**src/rtl/window_watch_controller.sv**
```systemverilog
// Watchpoint window sequencer: loads and enables the address-window monitors, masks their
// hits with per-window arm bits, and turns the highest-priority hit into one req/ack trap.
module window_watch_controller #(
    parameter int NUM_WIN = 4,
    parameter int IDX_W   = 2
) (
    input  logic               CLK,
    input  logic               RESET_N,
    input  logic               CFG_WR,
    input  logic [IDX_W-1:0]   CFG_IDX,
    input  logic [15:0]        CFG_START,
    input  logic [15:0]        CFG_END,
    input  logic               CFG_ARM,
    output logic               CFG_BUSY,
    output logic [15:0]        MON_DATA,
    output logic [NUM_WIN-1:0] MON_LD_START,
    output logic [NUM_WIN-1:0] MON_LD_END,
    output logic [NUM_WIN-1:0] MON_ENABLE,
    input  logic [NUM_WIN-1:0] MON_IN_WINDOW,
    input  logic [15:0]        ADDR,
    output logic [NUM_WIN-1:0] ARMED,
    output logic               TRAP_REQ,
    output logic [IDX_W-1:0]   TRAP_IDX,
    output logic [15:0]        TRAP_ADDR,
    input  logic               TRAP_ACK
);

    typedef enum logic [1:0] {IDLE, LD_S, LD_E, COMMIT} cfg_state_t;
    typedef enum logic [1:0] {T_IDLE, T_REQ, T_WAIT} trap_state_t;

    cfg_state_t          cfg_state_reg;
    trap_state_t         trap_state_reg;
    logic [IDX_W-1:0]    idx_reg;
    logic [15:0]         start_reg;
    logic [15:0]         end_reg;
    logic                busy_reg;
    logic [15:0]         data_reg;
    logic [NUM_WIN-1:0]  ld_start_reg;
    logic [NUM_WIN-1:0]  ld_end_reg;
    logic [NUM_WIN-1:0]  enable_reg;
    logic [NUM_WIN-1:0]  armed_reg;
    logic                trap_req_reg;
    logic [IDX_W-1:0]    trap_idx_reg;
    logic [15:0]         trap_addr_reg;

    logic [NUM_WIN-1:0]  idx_onehot;
    logic [NUM_WIN-1:0]  cfg_idx_onehot;
    logic [NUM_WIN-1:0]  trap_onehot;
    logic [NUM_WIN-1:0]  hits;
    logic                cfg_idx_valid;
    logic [IDX_W-1:0]    hit_idx;

    // An out-of-range CFG_IDX decodes to no bit at all, which is what makes it a no-op.
    genvar gi;
    generate
        for (gi = 0; gi < NUM_WIN; gi++) begin : g_win
            assign idx_onehot[gi]     = (idx_reg == IDX_W'(gi));
            assign cfg_idx_onehot[gi] = (CFG_IDX == IDX_W'(gi));
            assign trap_onehot[gi]    = (trap_idx_reg == IDX_W'(gi));
            assign hits[gi]           = MON_IN_WINDOW[gi] & armed_reg[gi];
        end
    endgenerate

    assign cfg_idx_valid = |cfg_idx_onehot;

    always_comb begin
        hit_idx = '0;
        for (int i = NUM_WIN - 1; i >= 0; i--) begin
            if (hits[i]) hit_idx = IDX_W'(i);
        end
    end

    // Strobes are registered one state behind, so ENABLE is presented while the FSM is
    // already back in IDLE; busy_reg marks that trailing cycle, where the arm bit is set.
    always_ff @(posedge CLK or negedge RESET_N) begin
        if (!RESET_N) begin
            cfg_state_reg <= IDLE;
            idx_reg       <= '0;
            start_reg     <= '0;
            end_reg       <= '0;
            busy_reg      <= 1'b0;
            data_reg      <= '0;
            ld_start_reg  <= '0;
            ld_end_reg    <= '0;
            enable_reg    <= '0;
            armed_reg     <= '0;
        end else begin
            case (cfg_state_reg)
                IDLE: begin
                    if (busy_reg) begin
                        enable_reg <= '0;
                        data_reg   <= '0;
                        armed_reg  <= armed_reg | idx_onehot;
                        busy_reg   <= 1'b0;
                    end else if (CFG_WR && cfg_idx_valid) begin
                        armed_reg <= armed_reg & ~cfg_idx_onehot;
                        if (CFG_ARM) begin
                            idx_reg       <= CFG_IDX;
                            start_reg     <= CFG_START;
                            end_reg       <= CFG_END;
                            busy_reg      <= 1'b1;
                            cfg_state_reg <= LD_S;
                        end
                    end
                end
                LD_S: begin
                    ld_start_reg  <= idx_onehot;
                    data_reg      <= start_reg;
                    cfg_state_reg <= LD_E;
                end
                LD_E: begin
                    ld_start_reg  <= '0;
                    ld_end_reg    <= idx_onehot;
                    data_reg      <= end_reg;
                    cfg_state_reg <= COMMIT;
                end
                COMMIT: begin
                    ld_end_reg    <= '0;
                    enable_reg    <= idx_onehot;
                    cfg_state_reg <= IDLE;
                end
                default: cfg_state_reg <= IDLE;
            endcase
        end
    end

    always_ff @(posedge CLK or negedge RESET_N) begin
        if (!RESET_N) begin
            trap_state_reg <= T_IDLE;
            trap_req_reg   <= 1'b0;
            trap_idx_reg   <= '0;
            trap_addr_reg  <= '0;
        end else begin
            case (trap_state_reg)
                T_IDLE: begin
                    if (|hits) begin
                        trap_idx_reg   <= hit_idx;
                        trap_addr_reg  <= ADDR;
                        trap_req_reg   <= 1'b1;
                        trap_state_reg <= T_REQ;
                    end
                end
                T_REQ: begin
                    if (TRAP_ACK) begin
                        trap_req_reg   <= 1'b0;
                        trap_state_reg <= T_WAIT;
                    end
                end
                T_WAIT: begin
                    // Re-arm only once the trapping window has been left, so one entry = one trap.
                    if (!(|(hits & trap_onehot))) trap_state_reg <= T_IDLE;
                end
                default: trap_state_reg <= T_IDLE;
            endcase
        end
    end

    assign CFG_BUSY     = busy_reg;
    assign MON_DATA     = data_reg;
    assign MON_LD_START = ld_start_reg;
    assign MON_LD_END   = ld_end_reg;
    assign MON_ENABLE   = enable_reg;
    assign ARMED        = armed_reg;
    assign TRAP_REQ     = trap_req_reg;
    assign TRAP_IDX     = trap_idx_reg;
    assign TRAP_ADDR    = trap_addr_reg;

endmodule

```
**config.mk**
```make
export PLATFORM = sky130hd
export DESIGN_NAME = window_watch_controller
export DESIGN_NICKNAME = d
export VERILOG_FILES = /design/src/rtl/window_watch_controller.sv
export SDC_FILE = /design/constraint.sdc
export NUM_CORES = 1
export LEC_CHECK = 0
export ABC_AREA = 1
export CORE_MARGIN = 8
export CORE_UTILIZATION = 49
export CTS_BUF_LIST = sky130_fd_sc_hd__clkbuf_8
export CTS_CLUSTER_DIAMETER = 120
export DETAILED_ROUTE_END_ITERATION = 8
export PLACE_DENSITY = 0.82
export SYNTH_ARGS = -nofsm -noshare
export SYNTH_HDL_FRONTEND = slang
export SYNTH_SLANG_ARGS = --single-unit
export TNS_END_PERCENT = 100
```
**constraint.sdc**
```tcl
create_clock -name CLK -period 2.2 [get_ports CLK]
set_input_delay 0.44 -clock CLK [delete_from_list [all_inputs] [get_ports CLK]]
set_output_delay 0.44 -clock CLK [all_outputs]
set_load 0.01 [all_outputs]
```
==> metrics.yaml <==
sta:
  tns_ps: 0
  whs_ps: 79.7
  relSlewSlack_pct: 58.2
  hold_viol_final: 0
  worstMarginPinSlew_ps: 627
  fin_crit_sh_pct: 81.3
  fin_skew_ps: 13.3
  rsz0062_at_grt: "no"
  setup_viol: 0
  drv_slew: 0
  min_period_ps: 1790
  max_freq_ghz: 0.559
global_route:
  grt-ovfl-total: 0
  grt_pass1_vias: 3424
  grt_pass1_wl_um: 16200
  grt_max_degree: 56
  antenna_found_initial: 0
  grt_usage_pct: 18.1
synthesis:
  synth-seq-cells: 90
  synth_area_leaders: "dfrtp_1 (59%), nand2_1 (16%), inv_1 (4.7%)"
  synth_cells: 454
  synth_area_sq_um: 3830
  yosysMostFrequentCell: "nand2_1"
  netlist.area_leader.share_pct: 58.7
  synth_edf_count: 0
  yosysWarnings: 0
  yosysSeqAreaShare_pct: 58.7
  synthArstFlopShare_pct: 100
  synth_ff_type: "dfrtp_1"
  synth_top_cell_by_area: "dfrtp_1"
  syn_area_per_cell_sq_um: 8.45
  synthTopCellsByCount: "nand2_1 (165), dfrtp_1 (90), inv_1 (48)"
  synth_nets: 517
  ys_types: 22
final_layout:
  drive_gt1_share_pct: 5.43
  fin_nets: 629
  areaGrowthSynthToFinish_pct: 37.8
  diodes: 0
  final_cells: 673
  utilization_pct: 69.1
  fillers: 603
drt:
  vias_per_cell: 4.90
  ant_nets: 0
  vias: 3298
  firstDrtPassIters: 4
  drc: 0
  drt-total-wl_um: 9650
  wl_per_cell_um: 14.3
  drt_first_iter_violations: 148
critical_path:
  worstPathRequired_ps: 1760
  crit_type: "reg2out"
  reg2reg_to: "end_reg[9]"
  slowest_stage: "clkdlybuf4s50_1"
  rrSetupSlack_ps: 500
  path_buf_inv: 1
  slowest_delay_ps: 580
  critPathArrivalTime_ps: 1350
  cp_max_fo: 4
  critPathCaptureType: "output pin"
  r2r_start: "cfg_state_reg[0]"
  crit_family: "buffers and inverters"
  rr_worst_depth: 8
  startpoint_type: "register"
  path_cells: "clkdlybuf4s50_1"
clock_network:
  numCtsBuffers: 9
  clk_latency_ps: 350
  cts.sinks: 90
  clock-root-buffer: "clkbuf_8"
  post_cts_buffers: 0
  cts_max_path_buffers: 2
  clk_pin_slew_ps: 90
  cts_resized: 0
  ctsHoldBuffers: 0
  cts_tree: "done"
  htreeDepth: 3
floorplanning:
  io_pins: 111
  num_rows: 32
  die-area_sq_um: 10900
  core_sq_um: 7650
  die_w_um: 104
  initial_core_util_pct: 50.1
  die_h_um: 104
outcome:
  status: "finished clean"
run:
  cap_violations: 0
power:
  leakage_nw: 2.65
  power_density_nw_per_um2: 1390
  ir_drop_uv: 795
place:
  place_congestion: 0.873
  io_buffers: 110
  place_hpwl_um: 7080
  place_inst: 657
hold_path:
  worstHoldPathType: "in2async"
layout make-up:
class                      count  area (sq um)  area share [%]
sequential                    90          2250            42.6
multi-input combinational    298          1310            24.7
timing repair buffer         117          1180            22.3
inverter                      50           188            3.55
clock buffer                  11           151            2.87
tap                          102           128            2.42
clock inverter                 5          82.6            1.56
report_power, final:
group	internal (mW)	switching [mW]
logic	1.42	1.88
registers	2.36	0.385
clock network	0.709	0.583
total	4.48	2.85
stage by stage:
stage / power (mW) / cell area (sq um) / setup slack, ps
after floorplan: 4.69 / 3830 / 600
after global placement: 5.96 / 5050 / 487
after detailed placement: 6.10 / 5050 / 426
after CTS: 7.41 / 5280 / 400
after global routing: 7.91 / 5280 / 327
final: 7.33 / 5280 / 411
routing by layer:
| metal | GRT usage (%) | wire length [um] |
|---|---|---|
| met1 | 21.3 | 4060 |
| met3 | 3.90 | 485 |
| met4 | 7.03 | 208 |
| met2 | 31.3 | 4900 |
| met5 | 0 | 0 |
worst max path at each step:
stage / start / endpoint / depth (start not counted)
5_1_grt: cfg_state_reg[1] / end_reg[14] / 8
3_5_place_dp: CFG_WR / ARMED[2] / 7
3_3_place_gp: CFG_WR / start_reg[0] / 7
2_1_floorplan: cfg_state_reg[0] / MON_DATA[15] / 9
6_report: CFG_BUSY / CFG_BUSY / 1
4_1_cts: CFG_BUSY / CFG_BUSY / 1
placed cells by master (no fill, tap or decap):
master / Yosys / final
a21oi_1: 25 / 25
a31oi_1: 1 / 1
buf_12: 0 / 2
buf_4: 1 / 6
bufinv_16: 0 / 2
clkbuf_8: 0 / 11
clkdlybuf4s50_1: 0 / 109
clkinv_2: 0 / 1
dfrtp_1: 90 / 90
ha_1: 4 / 4
inv_1: 48 / 48
inv_2: 2 / 2
inv_6: 0 / 2
nand2_1: 165 / 164
nand2_2: 2 / 3
nand3_1: 20 / 20
nand4_1: 1 / 1
nor2_1: 37 / 37
nor2_2: 1 / 1
nor2_8: 1 / 1
o21a_1: 1 / 1
o21ai_0: 29 / 29
o21ai_1: 3 / 3
o22ai_1: 7 / 7
o31ai_1: 1 / 1
logic make-up after synthesis:
| kind of cell | Yosys count | share of synthesized area [%] |
|---|---|---|
| AO/OA/AOI/OAI | 67 | 9.14 |
| adder cells (fa/ha/maj) | 4 | 1.31 |
| buffers and inverters | 66 | 7.28 |
| AND/OR/NAND/NOR | 227 | 23.6 |
| flip-flops | 90 | 58.7 |
Note: power is estimated with default switching activity, not from simulation.
